$ cat src/rtl/matrix_instr_sequencer.sv
// In-order CV-XIF offload sequencer: buffers issued matrix instructions, resolves commit/kill, dispatches one at a time.
// Optional MATRIX_SEQ_PERF_EN adds dispatched / killed-pop performance counters.
module matrix_instr_sequencer #(
  parameter int ID_WIDTH   = 4,
  parameter int DATA_WIDTH = 64,
  parameter int DEPTH      = 4
) (
  input  logic                  clk,
  input  logic                  rst,
  input  logic                  i_in_valid,
  output logic                  o_in_ready,
  input  logic [31:0]           i_in_instr,
  input  logic [ID_WIDTH-1:0]   i_in_id,
  input  logic [DATA_WIDTH-1:0] i_in_rs1,
  input  logic [DATA_WIDTH-1:0] i_in_rs2,
  input  logic                  i_in_we,
  input  logic                  i_commit_valid,
  input  logic [ID_WIDTH-1:0]   i_commit_id,
  input  logic                  i_commit_kill,
  output logic                  o_acc_valid,
  input  logic                  i_acc_ready,
  output logic [31:0]           o_acc_instr,
  output logic [DATA_WIDTH-1:0] o_acc_rs1,
  output logic [DATA_WIDTH-1:0] o_acc_rs2,
  output logic [ID_WIDTH-1:0]   o_acc_id,
  input  logic                  i_acc_done,
  input  logic [DATA_WIDTH-1:0] i_acc_rd_data,
  output logic                  o_result_valid,
  input  logic                  i_result_ready,
  output logic [ID_WIDTH-1:0]   o_result_id,
  output logic [DATA_WIDTH-1:0] o_result_data,
`ifdef MATRIX_SEQ_PERF_EN
  output logic [31:0]           o_perf_dispatched,
  output logic [31:0]           o_perf_killed,
`endif
  output logic                  o_err
);
  localparam int PW = $clog2(DEPTH);
  localparam logic [PW:0] DEPTH_P = (PW+1)'(DEPTH);

  typedef enum logic [1:0] {ST_PEND = 2'd0, ST_COMMITTED = 2'd1, ST_KILLED = 2'd2} stat_t;
  typedef enum logic [1:0] {S_IDLE, S_DISPATCH, S_EXECUTE, S_RESULT} state_t;

  logic [31:0]           r_instr [DEPTH];
  logic [ID_WIDTH-1:0]   r_id    [DEPTH];
  logic [DATA_WIDTH-1:0] r_rs1   [DEPTH];
  logic [DATA_WIDTH-1:0] r_rs2   [DEPTH];
  logic                  r_we    [DEPTH];
  stat_t                 r_stat  [DEPTH];
  logic [PW:0]           r_head, r_tail;
  state_t                r_state, w_next;

  logic                  r_acc_valid, r_result_valid, r_err;
  logic [31:0]           r_acc_instr;
  logic [DATA_WIDTH-1:0] r_acc_rs1, r_acc_rs2, r_result_data;
  logic [ID_WIDTH-1:0]   r_acc_id, r_result_id;

  logic [PW-1:0]    w_head_idx, w_tail_idx;
  logic [PW:0]      w_count;
  logic             w_empty, w_full, w_push, w_pop, w_kill_pop, w_load_acc, w_load_res;
  logic [PW-1:0]    w_off [DEPTH];
  logic [DEPTH-1:0] w_valid, w_match;
  logic             w_enq_match, w_commit_err;
  stat_t            w_new_stat;

  assign w_head_idx = r_head[PW-1:0];
  assign w_tail_idx = r_tail[PW-1:0];
  assign w_count    = r_tail - r_head;
  assign w_empty    = (r_head == r_tail);
  assign w_full     = (w_count == DEPTH_P);
  assign o_in_ready = !w_full;
  assign w_push     = i_in_valid && !w_full;
  assign w_new_stat = i_commit_kill ? ST_KILLED : ST_COMMITTED;

  // An entry is live when its distance from head is below the occupancy
  for (genvar g = 0; g < DEPTH; g++) begin : g_cam
    assign w_off[g]   = PW'(g) - w_head_idx;
    assign w_valid[g] = ({1'b0, w_off[g]} < w_count);
    assign w_match[g] = i_commit_valid && w_valid[g] && (r_id[g] == i_commit_id) &&
                        (r_stat[g] == ST_PEND);
  end

  assign w_enq_match  = i_commit_valid && w_push && (i_in_id == i_commit_id) && !(|w_match);
  assign w_commit_err = i_commit_valid && !(|w_match) && !w_enq_match;

  always_ff @(posedge clk) begin
    if (rst) r_state <= S_IDLE;
    else     r_state <= w_next;
  end

  always_comb begin
    w_next     = r_state;
    w_pop      = 1'b0;
    w_kill_pop = 1'b0;
    w_load_acc = 1'b0;
    w_load_res = 1'b0;
    case (r_state)
      S_IDLE: begin
        if (!w_empty && r_stat[w_head_idx] == ST_KILLED) begin
          w_pop      = 1'b1;
          w_kill_pop = 1'b1;
        end else if (!w_empty && r_stat[w_head_idx] == ST_COMMITTED) begin
          w_next     = S_DISPATCH;
          w_load_acc = 1'b1;
        end
      end
      S_DISPATCH: if (i_acc_ready) w_next = S_EXECUTE;
      S_EXECUTE: begin
        if (i_acc_done) begin
          if (r_we[w_head_idx]) begin
            w_next     = S_RESULT;
            w_load_res = 1'b1;
          end else begin
            w_next = S_IDLE;
            w_pop  = 1'b1;
          end
        end
      end
      S_RESULT: begin
        if (i_result_ready) begin
          w_next = S_IDLE;
          w_pop  = 1'b1;
        end
      end
      default: w_next = S_IDLE;
    endcase
  end

  // Payload storage needs no reset; liveness comes from the pointers
  always_ff @(posedge clk) begin
    if (w_push) begin
      r_instr[w_tail_idx] <= i_in_instr;
      r_id[w_tail_idx]    <= i_in_id;
      r_rs1[w_tail_idx]   <= i_in_rs1;
      r_rs2[w_tail_idx]   <= i_in_rs2;
      r_we[w_tail_idx]    <= i_in_we;
    end
  end

  always_ff @(posedge clk) begin
    if (rst) begin
      r_head         <= '0;
      r_tail         <= '0;
      for (int i = 0; i < DEPTH; i++) r_stat[i] <= ST_PEND;
      r_acc_valid    <= 1'b0;
      r_acc_instr    <= '0;
      r_acc_rs1      <= '0;
      r_acc_rs2      <= '0;
      r_acc_id       <= '0;
      r_result_valid <= 1'b0;
      r_result_id    <= '0;
      r_result_data  <= '0;
      r_err          <= 1'b0;
    end else begin
      if (w_push) r_tail <= r_tail + 1'b1;
      if (w_pop)  r_head <= r_head + 1'b1;
      for (int i = 0; i < DEPTH; i++) begin
        if (w_push && w_tail_idx == PW'(i))
          r_stat[i] <= w_enq_match ? w_new_stat : ST_PEND;
        else if (w_match[i])
          r_stat[i] <= w_new_stat;
      end
      if (w_load_acc) begin
        r_acc_valid <= 1'b1;
        r_acc_instr <= r_instr[w_head_idx];
        r_acc_rs1   <= r_rs1[w_head_idx];
        r_acc_rs2   <= r_rs2[w_head_idx];
        r_acc_id    <= r_id[w_head_idx];
      end else if (r_acc_valid && i_acc_ready) begin
        r_acc_valid <= 1'b0;
      end
      if (w_load_res) begin
        r_result_valid <= 1'b1;
        r_result_id    <= r_id[w_head_idx];
        r_result_data  <= i_acc_rd_data;
      end else if (r_result_valid && i_result_ready) begin
        r_result_valid <= 1'b0;
      end
      if (w_commit_err || (i_acc_done && r_state != S_EXECUTE)) r_err <= 1'b1;
    end
  end

`ifdef MATRIX_SEQ_PERF_EN
  logic [31:0] r_perf_dispatched, r_perf_killed;
  always_ff @(posedge clk) begin
    if (rst) begin
      r_perf_dispatched <= '0;
      r_perf_killed     <= '0;
    end else begin
      if (r_acc_valid && i_acc_ready) r_perf_dispatched <= r_perf_dispatched + 32'd1;
      if (w_kill_pop)                 r_perf_killed     <= r_perf_killed + 32'd1;
    end
  end
  assign o_perf_dispatched = r_perf_dispatched;
  assign o_perf_killed     = r_perf_killed;
`endif

  assign o_acc_valid    = r_acc_valid;
  assign o_acc_instr    = r_acc_instr;
  assign o_acc_rs1      = r_acc_rs1;
  assign o_acc_rs2      = r_acc_rs2;
  assign o_acc_id       = r_acc_id;
  assign o_result_valid = r_result_valid;
  assign o_result_id    = r_result_id;
  assign o_result_data  = r_result_data;
  assign o_err          = r_err;
endmodule

$ cat config.mk
export PLATFORM = sky130hd
export DESIGN_NAME = matrix_instr_sequencer
export DESIGN_NICKNAME = d
export VERILOG_FILES = /design/src/rtl/matrix_instr_sequencer.sv
export SDC_FILE = /design/constraint.sdc
export NUM_CORES = 1
export LEC_CHECK = 0
export ABC_AREA = 1
export CELL_PAD_IN_SITES_DETAIL_PLACEMENT = 0
export CELL_PAD_IN_SITES_GLOBAL_PLACEMENT = 1
export CORE_ASPECT_RATIO = 1.75
export CORE_MARGIN = 1.5
export CORE_UTILIZATION = 30
export DETAILED_ROUTE_END_ITERATION = 8
export MAX_ROUTING_LAYER = met4
export PLACE_DENSITY_LB_ADDON = 0.3
export SETUP_SLACK_MARGIN = 0.3
export SLEW_MARGIN = 5
export SYNTH_ARGS = -nofsm -noshare
export SYNTH_HDL_FRONTEND = slang
export SYNTH_SLANG_ARGS = --single-unit
$ cat constraint.sdc
create_clock -name clk -period 9.6 [get_ports clk]
set_clock_uncertainty 0.15 [all_clocks]
set_input_delay 1.44 -clock clk [delete_from_list [all_inputs] [get_ports clk]]
set_output_delay 1.44 -clock clk [all_outputs]
set_load 0.01 [all_outputs]
# ---- Yosys cells after proc, flatten, opt, wreduce, memory -nomap -nowiden
# Memories as Yosys holds them, arrays and structs flattened. A register that Yosys moved wholly into a read port is not among the register bits.
# Index checks and enable logic that the tools add are counted.
dict set report op_classes {
  n_addsub 7
  magnitude_cmp 4
  n_eq_ne 21
  mux 70
  n_bitwise 8
  n_reduce_logical 42
}
# operator n
set op_table {}
lappend op_table {{$mux W1} 46}
lappend op_table {{$mux W2} 22}
lappend op_table {{$logic_and A1 B1 Y1} 27}
lappend op_table {{$eq A4 B4 Y1} 5}
lappend op_table {{$logic_not A2 Y1} 6}
lappend op_table {{$lt A2 B3 Y1} 4}
lappend op_table {{$ne A2 B2 Y1 const B} 6}
lappend op_table {{$eq A2 B2 Y1 const B} 5}
lappend op_table {{$or A1 B1 Y1} 8}
lappend op_table {{$pmux W2 S4} 1}
lappend op_table {{$add A3 B1 Y3 const B} 2}
lappend op_table {{$eq A2 B1 Y1 const B} 3}
lappend op_table {{$reduce_and A5 Y1} 1}
lappend op_table {{$logic_not A1 Y1} 4}
lappend op_table {{$reduce_bool A2 Y1} 2}
lappend op_table {{$reduce_or A4 Y1} 1}
lappend op_table {{$sub A1 B2 Y2 const A} 2}
lappend op_table {{$sub A2 B2 Y2 const A} 2}
lappend op_table {{$eq A3 B3 Y1} 1}
lappend op_table {{$eq A3 B3 Y1 const B} 1}
lappend op_table {{$pmux W1 S3} 1}
lappend op_table {{$sub A3 B3 Y3} 1}
lappend op_table {{$logic_or A1 B1 Y1} 1}
dict set report totals {
  register_bits 83
  ramBits 668
  in_bits 241
  out_inout_bits 236
  wordCells 167
  n_memories 6
}
# name depth width rd rd_clocked_by_memory_dff write_ports line
set memory_table {}
lappend memory_table {r_rs1 4 64 1 1 1 46} ;# logic [DATA_WIDTH-1:0] r_rs1 [DEPTH];
lappend memory_table {r_rs2 4 64 1 1 1 47} ;# logic [DATA_WIDTH-1:0] r_rs2 [DEPTH];
lappend memory_table {r_instr 4 32 1 1 1 44} ;# logic [31:0] r_instr [DEPTH];
lappend memory_table {r_id 4 4 5 1 1 45} ;# logic [ID_WIDTH-1:0] r_id [DEPTH];
lappend memory_table {r_stat 4 2 5 1 4 49} ;# stat_t r_stat [DEPTH];
lappend memory_table {r_we 4 1 1 1 1 48} ;# logic r_we [DEPTH];

# ---- Logic depth before layout (Yosys ltp)
dict set report depth {
  word_depth 11
  ltp_mapped 16
}

# ---- Worst setup path after synthesis
# Ideal clock, no wire load.
dict set report synth_path {
  path_type {register to register}
  start {reg r_head[1]}
  end {mem r_stat[1][0] (netlist bit), data pin}
  setup_ns 0.259
  t_arrival_ns 9.261
  t_required_ns 9.191
  path_slack_ns -0.070
  stages_incl_launch_ff 13
  n_path_buf 2
  synth_period_minus_slack_ns 9.670
  cell_sequence {dfxtp_1 -> clkbuf_1 -> inv_2 -> clkbuf_1 -> fa_1 -> nand3_1 -> nand2_1 -> nand2_1 -> nand2_1 -> nor2_1 -> nand2_1 -> nand2_1 -> nor2_1}
}
# item line
set synth_lines {}
lappend synth_lines {{start, declared} 50} ;# logic [PW:0] r_head, r_tail;
lappend synth_lines {{start signal, assigned} 156} ;# if (w_pop) r_head <= r_head + 1'b1;
lappend synth_lines {{end, declared} 49}

# ---- Final worst setup path
dict set report layout_path {
  start {reg r_head[1]}
  end {out o_in_ready}
}
dict set report layout_via {
  elab_chain_cells 3
}
# item line
set layout_lines {}
lappend layout_lines {{$sub A3 B3 Y3} 68} ;# assign w_count = r_tail - r_head;
lappend layout_lines {{$eq A3 B3 Y1} 70} ;# assign w_full = (w_count == DEPTH_P);
lappend layout_lines {{$logic_not A1 Y1} 71} ;# assign o_in_ready = !w_full;
lappend layout_lines {{end, declared} 11} ;# output logic o_in_ready,
# No other way between the ends.

==> reports/results.ini <==
[floorplanning]
die-area_um2=115300
die_w_um=257.4
chipHeight_um=448.2
core_area_um2=112600
rows=163
start_util_pct=30.18
ios=477

[place]
gp_congestion=0.8292
dp_slack_ns=4.590
place_hpwl_um=53250
port_buffers=476

[power]
power.density_nw_per_um2=262.6
peakVddDrop_v=0.0001799
leakage_uw=0.01469
power.total_uw=11270

[timing]
fin_crit_ns=5.339
rsz0062_at_grt=no
finalMaxSlewViolations=0
setup_viol=0
worst_slew_pin_slew_ns=1.138
final.setup.worst_slack_ns=4.261
hold_ws_ns=0.3143
period_share_pct=55.62
setup-tns-final_ns=0
max_slew_margin_pct=24.12
fmax_mhz=187.3
hold_viol_final=0

[setup_path]
cp_num_buf_inv=3
path_cells=buf_4, inv_6, fa_1, nand3b_1, nand2_1, nand2_1, clkdlybuf4s50_1
rr_worst_depth=11
crit_fanout=60
path_depth=7
critPathRequiredTime_ns=8.01
worst_setup_path_start_kind=flip-flop
crit_path_max_incr_delay_ns=0.70
path_common_cell=nand2_1
crit_start=r_head[1]$_SDFFE_PP0P_
slowest_stage=buf_4
critical_path.endpoint_type=output pin
critPathTopFamily=buffers and inverters
worstReg2RegStart=r_head[1]$_SDFFE_PP0P_
critPathKind=flip-flop to output pin
arrival_ns=3.75

[drt]
drc=0
first_pass_iters=5
routedWlPerCell_um=19.44
wirelength_um=93730
num_vias=22370
vias_per_cell=4.639
first_iter_violations=1349
antenna_left=0

[cts]
htree_levels=3
numClockSinks=913
cts_resized=0
cts_setup_buffers=0
cts_tree=built
root_buffer=clkbuf_16
ctsHoldBuffers=0
clk_path_buf_depth=3
clock_latency_ns=0.66
cts_made_buffers=87
path_clk_slew_ns=0.06

[yosys]
synth_top_flop_cell=edfxtp_1
synth-edff-count=668
netlist_instances=2852
synth_fp_nets=3108
avgSynthCellArea_um2=11.91
ys_warn_count=0
netlist_area_um2=33970
yosysSeqAreaShare_pct=73.48
synth-async-reset-ratio_pct=0
ys_types=35
ys_seq_elements=913

[cells_and_area]
layout_commonest_cell=nor2_1
regArea_um2=24970
final_cell_mix=nor2_1 (811), edfxtp_1 (668), o21ai_0 (517)
drive_above_1_share_pct=5.596
multi_input_area_um2=7930
finish.net_count=3507
final_util_pct=38.13
area_delta_synth_final_pct=26.35
n_fill_cell=10960

[grt]
grt_pass1_wl_um=140500
grt_usage_pct=16.54
grt_max_degree=173
overflow=0
grt_pass1_vias=22500
antenna_found_initial=11

[status]
status=finished clean

[worst_hold_path]
hp-class=flip-flop to flip-flop
hp-start=o_result_valid$_SDFFE_PP0P_
hold_depth=2

[flow_run]
max-cap-violations=0

-- metal layers --
metal  global-route usage [%]  routed length, um
met3                    4.264               5853
met5                        -                  0
met2                    27.85              46120
met1                    18.97              38920
met4                    6.043               2839
-- synthesized netlist by cell type, types with 9 or more instances --
cell type	n	area share (%)
clkbuf_1	130	1.4
buf_6	16	0.53
buf_4	22	0.49
nor2_1	812	9.0
nand3_1	22	0.32
a21oi_1	25	0.37
o21ai_0	517	7.6
ha_1	14	0.52
nand2_1	67	0.74
dfxtp_1	245	14
buf_1	9	0.099
o21ai_1	50	0.74
a31oi_1	156	2.9
inv_1	32	0.35
edfxtp_1	668	59
buf_2	13	0.19
-- worst paths after layout --
kind / end / slack [ns]
worst max-delay path: o_in_ready / 4.26
worst min-delay path: o_result_valid$_SDFFE_PP0P_ / 0.31
worst min register to register: o_result_valid$_SDFFE_PP0P_ / 0.31
worst max register to register: r_rs1[0][63]$_DFFE_PP_ / 4.64
-- through the flow --
stage,instance area (um2),cells
after global placement,39960,4647
after CTS,42890,4809
final,42920,4822
after detailed placement,39960,4647
after global routing,42920,4820
after floorplan,33980,2852
-- power breakdown --
group	internal, uW	switching (uW)	total, uW
Clock	2020	1520	3540
Combinational	992	1450	2450
Sequential	4970	309	5280
Total	7980	3290	11300
-- worst register-to-register path, stage by stage (launching register included) --
cell	delay, ns
dfxtp_4	0.33
buf_4	0.70
inv_6	0.44
fa_1	0.64
nand3_1	0.17
nand2_1	0.09
nand2_1	0.11
nand2_1	0.21
inv_1	0.15
nand2_1	0.18
inv_8	0.46
buf_4	0.87
-- flip-flops by register name, summed over array words and instances, names as in the netlist, named ones only --
register        count
o_acc_rs1          64
r_rs1             256
o_acc_rs2          64
o_acc_id            4
r_tail              3
o_result_data      64
r_rs2             256
o_acc_instr        32
o_err               1
o_acc_valid         1
r_id               16
r_stat              8
r_we                4
r_instr           128
o_result_id         4
r_head              3
o_result_valid      1
r_state             2
-- layout make-up --
cell class / count / area share, %
tap: 1485 / 4.329
antenna: 13 / 0.07579
timing repair buffer: 500 / 11.64
clock buffer: 116 / 5.588
multi-input combinational: 1708 / 18.47
sequential: 913 / 58.17
clock inverter: 46 / 1.253
inverter: 41 / 0.4693
-- cell families after synthesis --
logic type      share of synthesized area (%)
simple gates                            10.36
flops                                   73.48
xor+xnor                               0.4125
compound gates                          11.97
fa+ha+maj                              0.5746
buf+inv                                 3.197
Note: power is estimated with default switching activity, not from simulation.
